**config.mk**
```make
export PLATFORM = sky130hd
export DESIGN_NAME = uart_multi_byte_rx
export DESIGN_NICKNAME = d
export VERILOG_FILES = /design/src/rtl/uart_multi_byte_rx.sv
export SDC_FILE = /design/constraint.sdc
export NUM_CORES = 1
export LEC_CHECK = 0
export ABC_AREA = 1
export CAP_MARGIN = 10
export CORE_MARGIN = 2
export CORE_UTILIZATION = 57
export CTS_CLUSTER_SIZE = 24
export DETAILED_ROUTE_END_ITERATION = 8
export PLACE_DENSITY = 0.8
export SLEW_MARGIN = 20
export SYNTH_ARGS = -nofsm -noshare
export SYNTH_HDL_FRONTEND = slang
export SYNTH_SLANG_ARGS = --single-unit
```
**constraint.sdc**
```tcl
create_clock -name sys_clk -period 5.16 [get_ports sys_clk]
set_input_delay 0.774 -clock sys_clk [delete_from_list [all_inputs] [get_ports sys_clk]]
set_output_delay 0.774 -clock sys_clk [all_outputs]
set_load 0.03 [all_outputs]
```
**src/rtl/uart_multi_byte_rx.sv**
```systemverilog
// 8N1 UART byte receiver with a fixed 8-byte packet parser.
// Frames 55 P0..P4 0D 0A and unpacks the payload into dataA/B/C.
module uart_multi_byte_rx #(
  parameter int CLK_FREQ = 50_000_000,
  parameter int UART_BPS = 230400
) (
  input  logic        sys_clk,
  input  logic        sys_rst_n,
  input  logic        uart_rxd,
  output logic [7:0]  uart_data,
  output logic        uart_done,
  output logic        uart_get,
  output logic [7:0]  pack_cnt,
  output logic        pack_ing,
  output logic        pack_done,
  output logic [7:0]  pack_num,
  output logic        recv_done,
  output logic [7:0]  dataA,
  output logic [15:0] dataB,
  output logic [15:0] dataC
);

  localparam int BPS_CNT = CLK_FREQ / UART_BPS;
  localparam logic [15:0] BPS_MAX = 16'(BPS_CNT - 1);
  localparam logic [15:0] BPS_MID = 16'(BPS_CNT / 2);

  typedef enum logic {IDLE, COLLECT} state_t;

  // receiver state
  logic [2:0]  rxd_q;
  logic        get_q, get_d;
  logic [15:0] clk_cnt_q, clk_cnt_d;
  logic [3:0]  bit_cnt_q, bit_cnt_d;
  logic [7:0]  shift_q, shift_d;
  logic [7:0]  data_q, data_d;
  logic        done_q, done_d;
  logic        fall;

  // parser state
  state_t      state_q, state_d;
  logic [7:0]  cnt_q, cnt_d;
  logic        ing_q, ing_d;
  logic        pdone_q, pdone_d;
  logic        rdone_q, rdone_d;
  logic [7:0]  num_q, num_d;
  logic [7:0]  buf_q [0:6];
  logic [7:0]  buf_d [0:6];
  logic [7:0]  a_q, a_d;
  logic [15:0] b_q, b_d;
  logic [15:0] c_q, c_d;

  // rxd[1] is the synchronised line, rxd[2] its previous value
  assign fall = rxd_q[2] & ~rxd_q[1];

  // synchroniser and edge-detect history, idle-high preset
  always_ff @(posedge sys_clk or posedge sys_rst_n) begin
    if (sys_rst_n) rxd_q <= 3'b111;
    else           rxd_q <= {rxd_q[1:0], uart_rxd};
  end

  // byte receiver: bit/clock counters, mid-bit sampling, LSB first
  always_comb begin
    get_d     = get_q;
    clk_cnt_d = clk_cnt_q;
    bit_cnt_d = bit_cnt_q;
    shift_d   = shift_q;
    data_d    = data_q;
    done_d    = 1'b0;
    if (!get_q) begin
      if (fall) begin
        get_d     = 1'b1;
        clk_cnt_d = '0;
        bit_cnt_d = '0;
      end
    end else begin
      if (clk_cnt_q == BPS_MID && bit_cnt_q != 4'd0)
        shift_d = {rxd_q[1], shift_q[7:1]};
      if (clk_cnt_q == BPS_MAX) begin
        clk_cnt_d = '0;
        if (bit_cnt_q == 4'd8) begin
          // stop bit is not checked: return to idle right away
          get_d     = 1'b0;
          bit_cnt_d = '0;
          done_d    = 1'b1;
          data_d    = shift_q;
        end else begin
          bit_cnt_d = bit_cnt_q + 4'd1;
        end
      end else begin
        clk_cnt_d = clk_cnt_q + 16'd1;
      end
    end
  end

  // receiver registers
  always_ff @(posedge sys_clk or posedge sys_rst_n) begin
    if (sys_rst_n) begin
      get_q     <= 1'b0;
      clk_cnt_q <= '0;
      bit_cnt_q <= '0;
      shift_q   <= '0;
      data_q    <= '0;
      done_q    <= 1'b0;
    end else begin
      get_q     <= get_d;
      clk_cnt_q <= clk_cnt_d;
      bit_cnt_q <= bit_cnt_d;
      shift_q   <= shift_d;
      data_q    <= data_d;
      done_q    <= done_d;
    end
  end

  // packet parser: next state, buffer fill and tail check
  always_comb begin
    state_d = state_q;
    cnt_d   = cnt_q;
    ing_d   = ing_q;
    pdone_d = 1'b0;
    rdone_d = 1'b0;
    num_d   = num_q;
    buf_d   = buf_q;
    a_d     = a_q;
    b_d     = b_q;
    c_d     = c_q;
    if (done_q) begin
      unique case (state_q)
        IDLE: begin
          if (data_q == 8'h55) begin
            buf_d[0] = data_q;
            cnt_d    = 8'd1;
            ing_d    = 1'b1;
            state_d  = COLLECT;
          end
        end
        COLLECT: begin
          if (cnt_q == 8'd7) begin
            pdone_d = 1'b1;
            cnt_d   = '0;
            ing_d   = 1'b0;
            state_d = IDLE;
            if (buf_q[6] == 8'h0D && data_q == 8'h0A) begin
              a_d     = buf_q[1];
              b_d     = {buf_q[2], buf_q[3]};
              c_d     = {buf_q[4], buf_q[5]};
              rdone_d = 1'b1;
              num_d   = num_q + 8'd1;
            end
          end else begin
            buf_d[cnt_q[2:0]] = data_q;
            cnt_d             = cnt_q + 8'd1;
          end
        end
        default: state_d = IDLE;
      endcase
    end
  end

  // parser registers
  always_ff @(posedge sys_clk or posedge sys_rst_n) begin
    if (sys_rst_n) begin
      state_q <= IDLE;
      cnt_q   <= '0;
      ing_q   <= 1'b0;
      pdone_q <= 1'b0;
      rdone_q <= 1'b0;
      num_q   <= '0;
      for (int i = 0; i < 7; i++) buf_q[i] <= '0;
      a_q     <= '0;
      b_q     <= '0;
      c_q     <= '0;
    end else begin
      state_q <= state_d;
      cnt_q   <= cnt_d;
      ing_q   <= ing_d;
      pdone_q <= pdone_d;
      rdone_q <= rdone_d;
      num_q   <= num_d;
      buf_q   <= buf_d;
      a_q     <= a_d;
      b_q     <= b_d;
      c_q     <= c_d;
    end
  end

  assign uart_data = data_q;
  assign uart_done = done_q;
  assign uart_get  = get_q;
  assign pack_cnt  = cnt_q;
  assign pack_ing  = ing_q;
  assign pack_done = pdone_q;
  assign pack_num  = num_q;
  assign recv_done = rdone_q;
  assign dataA     = a_q;
  assign dataB     = b_q;
  assign dataC     = c_q;

endmodule

```
## Word level (Yosys, flattened, before mapping)

Cells that the tools add are included.

- $add $sub $neg: 4
- Multipliers: 0
- Div/mod/pow operators: 0
- $lt $le $gt $ge: 2
- Eq/ne operators: 11
- Shifts and indexed selects: 0
- Multiplexer cells: 36
- Bitwise gates (word level): 5
- Reduce and logical (&&, ||, !) cells: 13

Operators by type and width:

| operator | number |
|---|---|
| bitwise mux 56 bit | 1 |
| two-way mux 56 bit | 1 |
| two-way mux 16 bit | 3 |
| two-way mux 8 bit | 4 |
| one-hot mux 8 bit (2 select lines) | 2 |
| demux 8 bit (select 3 bit) | 1 |
| two-way mux 1 bit | 18 |
| adder 16 x 1 -> 16 bit (second input constant) | 1 |
| adder 8 x 1 -> 8 bit (second input constant) | 2 |
| == test 16 x 7 -> 1 bit (second input constant) | 1 |
| == test 16 x 8 -> 1 bit (second input constant) | 1 |
| == test 8 x 4 -> 1 bit (second input constant) | 2 |
| two-way mux 4 bit | 4 |
| AND reduction 3 bit | 4 |
| == test 8 x 3 -> 1 bit (second input constant) | 1 |
| == test 8 x 7 -> 1 bit (second input constant) | 1 |
| AND reduction 2 bit | 3 |
| adder 4 x 1 -> 4 bit (second input constant) | 1 |
| == test 4 bit (second input constant) | 1 |
| >= comparator 4 bit (second input constant) | 1 |
| < comparator 4 x 1 -> 1 bit (second input constant) | 1 |
| inequality test 2 x 1 -> 1 bit (second input constant) | 2 |
| inequality test 2 bit (second input constant) | 2 |
| inverter 3 -> 4 bit | 1 |
| 7 further kinds | 12 |

- Bits in registers: 157
- Latch bits: 0
- RAM bits: 0
- Bits in read-only memories: 0
- Bits of input ports: 3
- Logic and storage cells: 94
- Memories kept: 0

## Depth between registers and ports, before layout

- Word-level depth: 8
- Depth in mapped cells: 10
- Depth with buffers taken out: 9

## Worst setup path after synthesis

OpenSTA, ideal clock, no wires.

- Path type: reg-to-reg
- From: reg cnt_q[0], in the netlist pack_cnt[0]
- To: reg c_q[0], in the netlist dataC[0]
- Setup time: 0.118 ns
- Arrival: 1.706 ns
- Data required time: 5.042 ns
- Slack: 3.336 ns
- Cell stages (with the launch flop): 9
- Buffers on the path: 2
- Clock period less this slack: 1.824 ns
- Cells stage by stage: dfrtp_1 > ha_1 > nand3_1 > nor2_4 > nand4_1 > buf_2 > buf_4 > nand2_1 > nand2_1

- Longest elaborated chain between the ends: 2

Ends and longest elaborated chain:

| element | line | text |
|---|---|---|
| from (decl) | 41 | `logic [7:0] cnt_q, cnt_d;` |
| from (signal assigned) | 174 | `cnt_q <= cnt_d;` |
| == test 8 x 3 -> 1 bit | 137 | `if (cnt_q == 8'd7) begin` |
| AND reduction 4 bit (no source line) | - |  |
| to (signal assigned) | 171 | `c_q <= '0;` |
| to (signal assigned) | 182 | `c_q <= c_d;` |
| to (decl) | 50 | `logic [15:0] c_q, c_d;` |

Every way passes these cells.
A chain may end at the register's enable or synchronous reset.

## Worst setup path after layout

- From: reg get_q, in the netlist uart_get
- To: out uart_get

RTL lines:

| element | line | text |
|---|---|---|
| from (decl) | 31 | `logic get_q, get_d;` |
| from (signal assigned) | 105 | `get_q <= get_d;` |
| to (decl) | 12 | `output logic uart_get,` |

No word-level cell between the ends.

==> impl_metrics.toml <==
[critical_path]
crit_family = "flip-flops"
cp_max_fo = 24
timing_worst_setup_path_type = "flop to output port"
slowest_delay_ns = 0.89
slowest_stage = "dfrtp_1"
startpoint_type = "flop"
crit_required_ns = 4.39
path_buf_inv = 1
arrival_ns = 2.13
cp_cell_sequence = "clkdlybuf4s50_1"
crit_path_end_kind = "output port"

[drt]
vias = 5755
drc_errors = 0
first_pass_iters = 5
vias_per_cell = 5.544
avgRoutedWirePerCell_um = 15.63
wirelength_mm = 16.23
drt_iter0_markers = 393
postRouteAntennaNets = 0

[clock_network]
htreeDepth = 4
cts_setup_buffers = 0
cts_hold_buf = 0
clock_sinks = 149
cts.path.max_buffers = 2
cts_tree = "done"
clock-root-buffer = "clkbuf_16"
post_cts_resized = 0
path_clk_slew_ns = 0.06
cts_buffers = 17
insertion_delay_ns = 0.43

[sta]
max_freq_ghz = 0.3440
setup_viol = 0
setup_tns_ns = 0
hold_viol = 0
maxSlewHeadroom_pct = 43.84
fin_crit_sh_pct = 56.34
finalMaxSlewViolations = 0
skew_ns = 0.009683
worst_slew_pin_slew_ns = 0.8424
fin_crit_ns = 2.907
rsz0062_at_grt = "false"

[status]
status = "completed"

[yosys]
syn_nets = 824
yosysTopAreaCell = "dfrtp_1"
synth_area_leaders = "dfrtp_1, nand2_1, nand3_1"
ys_seq_elements = 149
syn_inst = 815
synthesis.area_um2 = 6745
yosysTopAreaCellShare_pct = 54.16
ys_types = 30
yosys_warnings = 0
syn_area_per_cell_um2 = 8.276
ys_seq_area_share_pct = 55.33

[floorplanning]
die_h_um = 112.8
initial_core_util_pct = 58.82
io_pins = 72
dieArea_um2 = 12720
core_um2 = 11470
die_w_um = 112.8
rows = 39

[finish]
final_layout_size_suffix_gt1_share_pct = 7.263
synthToLayoutAreaGrowth_pct = 20.79
layout.area.seq_um2 = 3732
layout_commonest_cell = "nand2_1"
fill_cells = 872
n_antenna_cell = 0
multi_input_area_um2 = 2636
final_cell_mix = "nand2_1, dfrtp_1, nand3_1, clkdlybuf4s50_1, nor2_1"
fin_util_pct = 71.05
final_nets = 892

[job]
max_cap_violations = 0

[place]
routabilityCongestion = 0.8657
io_buffers = 71
dp_hpwl_mm = 10.58

[grt]
grt_usage_pct = 26.94
antenna_found_initial = 0
first_global_vias = 5514
grt_max_degree = 114
grt_first_pass_wirelength_mm = 27.17
grt_overflow = 0

[power_and_ir_drop]
leakagePower_uw = 0.004010
ir_drop_mv = 0.2503
power.density_nw_per_um2 = 323.4

[hold_path]
hp-class = "flop to flop"
## cell type report
cell class	instances	area share (%)
Sequential cell	149	45.81
Clock buffer	18	5.390
Clock inverter	13	1.827
Multi-Input combinational cell	575	32.36
Timing Repair Buffer	75	9.337
Tap cell	143	2.196
Inverter	65	3.087
## report_power, final
group / internal [uW] / total, uW / switching [uW] / leakage [uW]
logic: 52.4 / 160 / 108 / 0.00168
clock network: 728 / 1230 / 500 / 0.000273
registers: 1200 / 1250 / 46.5 / 0.00205
## per-layer routing
layer | up-vias | global-route usage [%] | routed length (um)
met5 | - | 0 | 0
met1 | 2773 | 34.35 | 6733
met2 | 175 | 44.35 | 8127
li1 | 2772 | - | -
met4 | 0 | 10.57 | 352
met3 | 35 | 7.124 | 1013
## synth_stat cells (all sizes together)
cell and instances:
a21oi 3, and2 1, buf 21, clkbuf 5, dfrtp 146, dfstp 3, ha 6, inv 65
nand2 284, nand3 105, nand4 22, nor2 64, nor3 7, o21ai 70, o21bai 1, o22ai 2
xnor2 5, xor2 5
## cell families (layout without fill, tap and decap cells)
kind of cell,Yosys count,in the layout,synth area share (%)
and+or+nand+nor,483,483,30.87
DFF,149,149,55.33
buffers and inverters,91,171,5.621
xor gates and xnor gates,10,10,1.298
AOI/OAI and AO/OA,76,76,5.769
adders and majority gates,6,6,1.113
## through the flow
step	area, um^2	hold WS [ns]	setup slack [ns]	power, uW	cells
after floorplan	6745	0.3452	0.3829	1380	815
after global placement	7532	0.3461	2.656	1414	1006
after detailed placement	7532	0.3518	2.638	1421	1006
final	8148	0.3631	2.253	2635	1038
after CTS	8120	0.3607	2.259	2642	1037
after global routing	8148	0.3662	2.184	2727	1038
## registers in the layout, indices dropped and copies added, names as in the netlist
name / cells
recv_done: 1
uart_get: 1
shift_q: 8
rxd_q: 3
clk_cnt_q: 16
buf_q: 48
state_q: 1
pack_done: 1
pack_num: 8
bit_cnt_q: 4
dataB: 16
pack_cnt: 8
dataA: 8
uart_done: 1
pack_ing: 1
dataC: 16
uart_data: 8
## worst paths after layout
| kind | start | end | slack [ns] | depth (start not counted) |
|---|---|---|---|---|
| setup / recovery | uart_get | uart_get | 2.25 | 1 |
| hold / removal | rxd_q[0] | rxd_q[1] | 0.36 | 0 |
| setup reg to reg | uart_data[3] | dataB[12] | 2.93 | 9 |
| hold reg to reg | rxd_q[0] | rxd_q[1] | 0.36 | 0 |
| max in group asynchronous | sys_rst_n | buf_q[41] | 3.26 | 4 |
| min in group asynchronous | sys_rst_n | clk_cnt_q[12] | 0.71 | 2 |
Power figures use the tool's default switching activity.
